[config.mk]
export PLATFORM = sky130hd
export DESIGN_NAME = mem_wb_pipe
export DESIGN_NICKNAME = d
export VERILOG_FILES = /design/src/rtl/mem_wb_pipe.sv
export SDC_FILE = /design/constraint.sdc
export NUM_CORES = 1
export LEC_CHECK = 0
export CORE_ASPECT_RATIO = 1.75
export CORE_UTILIZATION = 34
export CTS_BUF_LIST = sky130_fd_sc_hd__clkbuf_4 sky130_fd_sc_hd__clkbuf_8 sky130_fd_sc_hd__clkbuf_16
export DETAILED_ROUTE_END_ITERATION = 16
export HOLD_SLACK_MARGIN = 0.02
export PLACE_DENSITY = 0.61
export SLEW_MARGIN = 10
export SYNTH_ARGS = -nofsm -noshare
export SYNTH_HDL_FRONTEND = slang
export SYNTH_SLANG_ARGS = --single-unit
[constraint.sdc]
create_clock -name clk -period 6.1 [get_ports clk]
set_input_delay 0.915 -clock clk [delete_from_list [all_inputs] [get_ports clk]]
set_output_delay 0.915 -clock clk [all_outputs]
set_load 0.01 [all_outputs]
[src/rtl/mem_wb_pipe.sv]
// mem_wb_pipe: MEM->WB pipeline stage register with valid/ready handshake,
// optional two-entry skid buffer, synchronous flush and a write-back
// forwarding tap driven from the output slot.
module mem_wb_pipe #(
  parameter int DATA_W = 32,
  parameter int DEST_W = 5,
  parameter int WB_W   = 2,   // bit 0 = RegWrite, bit 1 = MemToReg; must be >= 2
  parameter int SKID   = 1    // 1: two entries, registered in_ready; 0: one slot
) (
  input  logic              clk,
  input  logic              rst,
  input  logic              in_valid,
  output logic              in_ready,
  input  logic [WB_W-1:0]   wb_in,
  input  logic [DEST_W-1:0] dest_in,
  input  logic [DATA_W-1:0] alu_res_in,
  input  logic [DATA_W-1:0] mem_read_in,
  input  logic              flush,
  output logic              out_valid,
  input  logic              out_ready,
  output logic [WB_W-1:0]   wb_out,
  output logic [DEST_W-1:0] dest_out,
  output logic [DATA_W-1:0] alu_res_out,
  output logic [DATA_W-1:0] mem_read_out,
  output logic              fwd_valid,
  output logic [DEST_W-1:0] fwd_dest,
  output logic [DATA_W-1:0] fwd_data
);

  // Whole instruction payload carried as one vector; fields are copied bit-exact.
  localparam int PAY_W = WB_W + DEST_W + 2 * DATA_W;

  logic [PAY_W-1:0] in_pay;
  logic [PAY_W-1:0] main_pay_q, main_pay_d;
  logic [PAY_W-1:0] skid_pay_q, skid_pay_d;
  logic             main_valid_q, main_valid_d;
  logic             skid_valid_q, skid_valid_d;
  logic             accept;
  logic             drain;

  assign in_pay = {wb_in, dest_in, alu_res_in, mem_read_in};
  assign {wb_out, dest_out, alu_res_out, mem_read_out} = main_pay_q;
  assign out_valid = main_valid_q;

  // Ready: straight from the skid flop when buffered, so out_ready never
  // reaches in_ready combinationally; single-slot mode allows pass-through.
  generate
    if (SKID != 0) begin : g_skid_ready
      assign in_ready = ~skid_valid_q;
    end else begin : g_slot_ready
      assign in_ready = ~main_valid_q | out_ready;
    end
  endgenerate

  assign accept = in_valid & in_ready;
  assign drain  = main_valid_q & out_ready;

  // Next-state for both slots: flush wins, then skid->main refill, then load.
  always_comb begin
    // NOTE: every always_comb output gets a default first so no path leaves it
    // unassigned; an unassigned path would infer a latch.
    main_valid_d = main_valid_q;
    skid_valid_d = skid_valid_q;
    main_pay_d   = main_pay_q;
    skid_pay_d   = skid_pay_q;

    if (flush) begin
      // Only the valid bits clear; a same-cycle drain still completes and
      // any same-cycle input is discarded.
      main_valid_d = 1'b0;
      skid_valid_d = 1'b0;
    end else if (SKID != 0) begin
      if (drain && skid_valid_q) begin
        // in_ready is low while skid is full, so no accept can coincide.
        main_pay_d   = skid_pay_q;
        skid_valid_d = 1'b0;
      end else if (accept) begin
        if (!main_valid_q || drain) begin
          main_pay_d   = in_pay;
          main_valid_d = 1'b1;
        end else begin
          skid_pay_d   = in_pay;
          skid_valid_d = 1'b1;
        end
      end else if (drain) begin
        main_valid_d = 1'b0;
      end
    end else begin
      if (accept) begin
        main_pay_d   = in_pay;
        main_valid_d = 1'b1;
      end else if (drain) begin
        main_valid_d = 1'b0;
      end
    end
  end

  // Slot registers with asynchronous clear.
  always_ff @(posedge clk or posedge rst) begin
    if (rst) begin
      // NOTE: payload flops are reset too, so the outputs read as zero straight
      // after reset instead of X.
      main_valid_q <= 1'b0;
      skid_valid_q <= 1'b0;
      main_pay_q   <= '0;
      skid_pay_q   <= '0;
    end else begin
      // NOTE: sequential state uses non-blocking assignment so every flop
      // samples the pre-edge value of the others.
      main_valid_q <= main_valid_d;
      skid_valid_q <= skid_valid_d;
      main_pay_q   <= main_pay_d;
      skid_pay_q   <= skid_pay_d;
    end
  end

  // Forwarding tap: live, writing, and not targeting the hardwired zero reg.
  assign fwd_valid = main_valid_q & wb_out[0] & (dest_out != '0);
  assign fwd_dest  = dest_out;
  assign fwd_data  = wb_out[1] ? mem_read_out : alu_res_out;

endmodule
# Word-level counts from Yosys, hierarchy flattened
# Cells that the tools add are included.
# op_classes
eq_ne	3
muxes	13
bitwise_logic	8
reduce_logical	12
# ops
op	n
71-bit 2-to-1 mux	3
32-bit 2-to-1 mux	1
1-bit 2-to-1 mux	9
3-bit AND reduction	2
3-bit nonzero test	2
5-bit nonzero test	1
1-bit bitwise AND	4
1-bit NOT	4
4-bit AND reduction	1
2-bit nonzero test	2
3-bit by 2-bit inequality test with 1-bit output (second input constant)	1
3-bit inequality test (second input constant)	1
2-bit inequality test (second input constant)	1
2-bit AND reduction	1
1-bit logical AND	1
1-bit logical NOT	1
1-bit logical OR	1
# word_totals
ff_bits	144
output_inout_bits	111
word_cells	40

# Logic depth before layout (Yosys ltp)
# Gate-level depths: netlist of run 1.
# logic_depth
ltp_word	6
depth_mapped	5

# Worst setup path after synthesis of run 1
# Ideal clock, no wire load.
# synth_timing
path_type	flip-flop to output port
start	register main_pay_q[70]
end	output port fwd_data[10]
arrival_time_ps	1343
setup_slack_ps	3842
stages_incl_launch_ff	4
path_cell_list	dfrtp_1 clkbuf_1 clkbuf_1 mux2_2
# synth_between
elab_chain_len	1
# synth_rtl
item	line_no	rtl
from (decl)	34	logic [PAY_W-1:0] main_pay_q, main_pay_d;
from (signal assigned)	112	main_pay_q <= main_pay_d;
32-bit 2-to-1 mux	120	assign fwd_data = wb_out[1] ? mem_read_out : alu_res_out;
to (decl)	27	output logic [DATA_W-1:0] fwd_data
# Every way passes these cells.

# Final worst setup path of run 1
# layout_timing
start	register main_pay_q[70]
end	output port fwd_data[22]
# The elaborated chain is that of the path after synthesis.

==> results of run 1 <==
-- state kept, by name (all words and copies together), names as in the netlist --
signal / cells
main_pay_q: 71
out_valid: 1
skid_pay_q: 71
skid_valid_q: 1
-- layer usage --
metal	GRT usage	wire (um)
met1	0.172	5940
met2	0.307	9250
met3	0.0322	608
met4	0.0662	321
met5	0	0
-- logic make-up after synthesis --
group,Yosys count
buf+inv,34
flops,144
simple gates,5
mux,245
compound gates,6
-- worst max-delay path, delay by kind of cell, from the launching register on --
kind                   cells  cell delay (ps)
muxes                      1              410
buffers and inverters      1              480
DFF                        1              940
-- per-stage QoR --
stage	instances	power, uW	cell area (um^2)
finish	870	3310	9400
global route	870	3480	9400
CTS	869	3360	9400
detailed placement	839	2340	8820
global placement	839	2300	8820
floorplan	434	1820	6860
-- cell usage in the layout, fill, tap and decap left out --
master / netlist / routed
nand2b_4: 1 / 1
clkdlybuf4s50_1: 0 / 186
a211oi_1: 1 / 1
clkinvlp_4: 0 / 1
buf_4: 6 / 5
dfrtp_2: 0 / 1
mux2_2: 201 / 201
inv_6: 0 / 1
bufinv_16: 0 / 2
mux2_1: 14 / 14
clkbuf_8: 0 / 2
diode_2: 0 / 1
a221oi_4: 1 / 1
clkinv_4: 0 / 3
mux2_4: 30 / 30
inv_1: 2 / 1
clkbuf_16: 0 / 17
a21oi_1: 2 / 2
o311a_1: 1 / 1
nor4b_4: 1 / 1
nand2_1: 1 / 1
clkinv_2: 0 / 4
clkbuf_4: 0 / 1
nand3_4: 0 / 1
dfrtp_1: 144 / 143
o21ai_0: 1 / 1
inv_2: 1 / 1
or3_1: 1 / 1
-- power by group --
| group | switching [uW] | leakage, uW | internal [uW] | total, uW |
|---|---|---|---|---|
| clock network | 388 | 0.000285 | 622 | 1010 |
| logic | 298 | 0.00185 | 634 | 933 |
| registers | 181 | 0.00173 | 1190 | 1370 |
-- area by class of cell --
class	instances	area, um^2
diodes	1	2.50
fillers	1781	10300
flip-flops and latches	144	3600
clock inverters	10	114
multi-input cells	256	3000
clock buffers	20	460
well taps	245	307
inverters	3	16.3
repair buffers	191	1900
-- how the worst max path moves through the flow --
stage	from	slack (ps)	to
after detailed placement	out_ready	2570	main_pay_q[54]
after global placement	out_ready	2570	main_pay_q[54]
final	main_pay_q[70]	2920	fwd_data[22]
after floorplan	rst	1320	main_pay_q[0]
after global routing	main_pay_q[70]	2800	fwd_data[14]
after CTS	main_pay_q[70]	2850	fwd_data[1]
==> impl_metrics.csv, run 1 <==
group,metric,value,unit
run_status,outcome,"finished clean",
clock_tree,cts_tree,"yes",
grt,grt_pass1_wl,25200,um
yosys,yosys.cell_count.top_type,"mux2_2",
grt,gr-usage-all-layers,0.163,
yosys,yosys.area.top_type,"dfrtp_1",
clock_tree,cts-buffers-inserted,17,
sta,rsz0062_at_grt,"false",
setup_path,critPathKind,"flop to primary output",
sta,slew-limit-headroom,0.256,
placed_design,hpwlAfterDp,10900,um
floorplanning,row_count,68,
clock_tree,cts_num_sinks,144,
drt,ant_nets,0,
grt,grt_max_degree,98,
yosys,synth_top_family_by_area,"multiplexers",
worst_hold_path,hold_path_class,"flop to flop",
yosys,synth-compound-area-share,0.00858,
yosys,syn_nets,510,
drt,wire_per_inst,18.5,um
clock_tree,htree_levels,4,
drt,vias,4226,
setup_path,cp.arrival,2260,ps
yosys,yosys-top-cells-count,"mux2_2 (201), dfrtp_1 (144), mux2_4 (30)",
yosys,async_reset_ff_frac,1.00,
yosys,synthAdderAreaFrac,0,
setup_path,cp_slowest_cell,"dfrtp_2",
grt,grt_antenna_before_repair,1,
sta,finalCritPeriodShare,0.521,
final_layout,drive_gt1_frac,0.438,
sta,setup_viol,0,
drt,drc,0,
pwr,p_leak,0.00387,uW
clock_tree,ctsResizeCount,0,
setup_path,end_kind,"primary output",
sta,worstMarginPinSlew,1120,ps
clock_tree,clk_latency,420,ps
worst_hold_path,holdCritStartpoint,"skid_pay_q[40]",
final_layout,area_delta_synth_final,37.1,%
clock_tree,root_buffer,"clkbuf_16",
placed_design,io_buffers,186,
drt,wl,16100,um
setup_path,cp_max_fo,34,
setup_path,r2r_cells,3,
floorplanning,ios,187,
yosys,yosysUniqueCellTypes,20,
setup_path,cp.required,5180,ps
yosys,synthSimpleGateAreaFrac,0.00840,
yosys,synth_flop_cell,"dfrtp_1",
drt,firstDrtPassIters,4,
yosys,synth_mux_area_frac,0.419,
floorplanning,start_util,0.347,
sta,fin_crit,3180,ps
sta,maxSlewViolCount,0,
setup_path,worstPathCellList,"mux2_2 -> clkdlybuf4s50_1",
clock_tree,cts_buffer_depth,2,
placed_design,place_congestion,0.713,
yosys,ys_ff_latch,144,
yosys,synthCells,434,
clock_tree,post_cts_buffers,0,
flow_run,drv_cap,0,
placed_design,dp_slack,2570,ps
pwr,power_density,353,nW/um^2
yosys,yosysWarnings,0,
clock_tree,cts_hold_buf,0,
floorplanning,die_y,190,um
floorplanning,die_area,20800,um^2
yosys,synth_area,6860,um^2
worst_hold_path,hold-path-endpoint,"skid_pay_q[40]",
yosys,synth_edf_count,0,
final_layout,fin_nets,689,
final_layout,utilization,0.476,
floorplanning,die_w,109,um
drt,via_per_inst,4.86,
grt,grt.overflow.total,0,
sta,tns,0,ps
sta,skew,8.88,ps
floorplanning,coreArea,19700,um^2
sta,fmax,0.314,GHz
clock_tree,cts.clk_slew.worst_paths,60,ps
yosys,synth.area.top_cells,"dfrtp_1 (53%), mux2_2 (33%), mux2_4 (6.6%)",
worst_hold_path,hold_depth,1,
sta,hold_viol_final,0,
setup_path,rrSetupSlack,3510,ps
drt,drt_iter0_drc,126,
setup_path,r2r_start,"out_valid",
grt,grt_pass1_vias,4723,
setup_path,slowest_delay,940,ps
yosys,synthXorXnorAreaFrac,0,
sta,fin_hold_ws,503,ps
yosys,synth_top_cell_area_share,0.526,
setup_path,startpoint_type,"flop",
sta,setup_ws,2920,ps
yosys,ys_seq_area_frac,0.526,
setup_path,rr_endpoint,"main_pay_q[54]",
yosys,avgSynthCellArea,15.8,um^2
pwr,ir_drop,0.155,mV
Note: power is estimated with default switching activity, not from simulation.
==> inputs of run 2 (changes only) <==
--- a/config.mk
+++ b/config.mk
@@ -10,7 +10,7 @@
 export CTS_BUF_LIST = sky130_fd_sc_hd__clkbuf_4 sky130_fd_sc_hd__clkbuf_8 sky130_fd_sc_hd__clkbuf_16
 export DETAILED_ROUTE_END_ITERATION = 16
 export HOLD_SLACK_MARGIN = 0.02
-export PLACE_DENSITY = 0.61
+export PLACE_DENSITY = 0.63
 export SLEW_MARGIN = 10
 export SYNTH_ARGS = -nofsm -noshare
 export SYNTH_HDL_FRONTEND = slang
==> constraint.sdc (replaced) <==
create_clock -name clk -period 2.73 [get_ports clk]
set_input_delay 0.4095 -clock clk [delete_from_list [all_inputs] [get_ports clk]]
set_output_delay 0.4095 -clock clk [all_outputs]
set_load 0.01 [all_outputs]
==> run 2 against run 1 <==
Effect of this change: via count is 0.33% higher; sequential power is 120% higher; sequential share of layout area is 0.82 points lower; die area stayed put; critical endpoint is now fwd_data[19]; largest power group unchanged.
==> impl_metrics.csv, run 2 (synthesis gave the netlist of run 1 again) <==
group,metric,value,unit
setup_path,worstPathCellList,"mux2_2 -> clkdlybuf4s50_1",
drt,ant_nets,0,
grt,gr-usage-all-layers,0.165,
sta,worstMarginPinSlew,788,ps
drt,wire_per_inst,18.6,um
floorplanning,ios,187,
clock_tree,root_buffer,"clkbuf_16",
setup_path,r2r_start,"out_valid",
final_layout,layout_common_cells,"mux2_2 (201), clkdlybuf4s50_1 (186), dfrtp_1 (143)",
grt,grt_pass1_wl,25300,um
sta,setup_viol,0,
drt,drc,0,
placed_design,place_congestion,0.696,
pwr,power_density,814,nW/um^2
setup_path,cp.arrival,2120,ps
sta,rsz0062_at_grt,"false",
setup_path,cp.required,2320,ps
drt,firstDrtPassIters,4,
floorplanning,start_util,0.347,
clock_tree,cts-buffers-inserted,17,
run_status,outcome,"finished clean",
worst_hold_path,hold_path_class,"primary input to async pin",
setup_path,rr_endpoint,"main_pay_q[8]",
sta,finalCritPeriodShare,0.925,
floorplanning,coreArea,19700,um^2
floorplanning,die_y,190,um
floorplanning,die_area,20800,um^2
clock_tree,clk_latency,420,ps
clock_tree,cts.clk_slew.worst_paths,60,ps
grt,grt_pass1_vias,4669,
clock_tree,cts_num_sinks,144,
clock_tree,cts_tree,"yes",
grt,grt.overflow.total,0,
placed_design,hpwlAfterDp,11200,um
setup_path,cp_max_fo,34,
pwr,power,7820,uW
pwr,ir_drop,0.366,mV
clock_tree,htree_levels,4,
sta,maxSlewViolCount,0,
placed_design,dp_slack,357,ps
clock_tree,post_cts_buffers,0,
final_layout,area_delta_synth_final,40.2,%
sta,fmax,0.396,GHz
drt,wl,16300,um
flow_run,drv_cap,0,
grt,grt_antenna_before_repair,1,
final_layout,fin_nets,693,
drt,via_per_inst,4.85,
sta,slew-limit-headroom,0.475,
final_layout,final_common_cell,"mux2_2",
floorplanning,row_count,68,
final_layout,drive_gt1_frac,0.442,
sta,hold_viol_final,0,
drt,drt_iter0_drc,94,
placed_design,io_buffers,186,
setup_path,end_kind,"primary output",
pwr,p_leak,0.00396,uW
sta,tns,0,ps
setup_path,critPathKind,"flop to primary output",
drt,vias,4240,
sta,setup_ws,205,ps
sta,skew,9.78,ps
setup_path,cp_slowest_cell,"dfrtp_4",
setup_path,startpoint_type,"flop",
setup_path,slowest_delay,790,ps
floorplanning,die_w,109,um
setup_path,rrSetupSlack,750,ps
setup_path,r2r_cells,4,
grt,grt_max_degree,61,
sta,fin_crit,2520,ps
final_layout,reg_top3,"main_pay_q x71, skid_pay_q x71",
clock_tree,cts_buffer_depth,2,
==> run 2: changes by cell type in the layout (fill, tap and decap cells not counted) <==
cell,previous run,this run
inv_6,1,0
dfrtp_2,1,0
clkinv_4,3,1
buf_4,5,3
clkbuf_8,2,3
clkinvlp_4,1,2
clkinv_2,4,2
buf_12,0,6
dfrtp_4,0,1
bufinv_16,2,6
==> run 2: stage by stage <==
step / util / std cells / hold WS (ps) / instance area, um^2
final: 0.487 / 875 / 471 / 9610
after global routing: 0.487 / 875 / 511 / 9610
after CTS: 0.487 / 874 / 471 / 9610
after detailed placement: 0.452 / 843 / 490 / 8930
after global placement: 0.452 / 843 / 485 / 8930
after floorplan: - / 434 / 473 / 6860
==> run 2: what timing repair did <==
item | 4_1_cts | 5_1_grt
hold endpoints to repair | 0 | 0
hold buffers | 0 | 0
gates resized for setup | 1 | 0
endpoints found under the setup margin | 32 | 0
==> run 2: layer usage <==
layer	vias up	global-route usage	part of all wire
li1	1933	-	-
met1	2195	0.180	0.38
met2	98	0.298	0.57
met3	14	0.0428	0.036
met4	0	0.0656	0.020
met5	-	0	0
==> run 2: area by class of cell <==
| class | instances | area [um^2] |
|---|---|---|
| fill | 1804 | 10100 |
| sequential | 144 | 3610 |
| multi-input combinational | 256 | 3000 |
| timing repair buffer | 195 | 2000 |
| clock buffer | 21 | 474 |
| tap | 245 | 307 |
| clock inverter | 10 | 206 |
| inverter | 3 | 15.0 |
| antenna | 1 | 2.50 |
==> run 2: how the worst max path moves through the flow <==
stage,startpoint,to,slack [ps],depth (start not counted)
final,main_pay_q[70],fwd_data[19],210,2
after global routing,main_pay_q[70],fwd_data[19],120,2
after CTS,main_pay_q[70],fwd_data[19],150,2
after detailed placement,out_ready,main_pay_q[8],360,5
after global placement,out_ready,main_pay_q[12],400,5
after floorplan,rst,main_pay_q[0],520,1
==> run 2: where the power goes <==
part | total [uW] | switching [uW] | internal, uW
combinational | 2100 | 671 | 1430
clock | 2650 | 859 | 1790
sequential | 3080 | 413 | 2660
==> run 2: critical path: cells and delay by family, from the launching register on <==
| family | cells | cell delay [ps] |
|---|---|---|
| muxes | 1 | 420 |
| DFF | 1 | 790 |
| buffers and inverters | 1 | 480 |
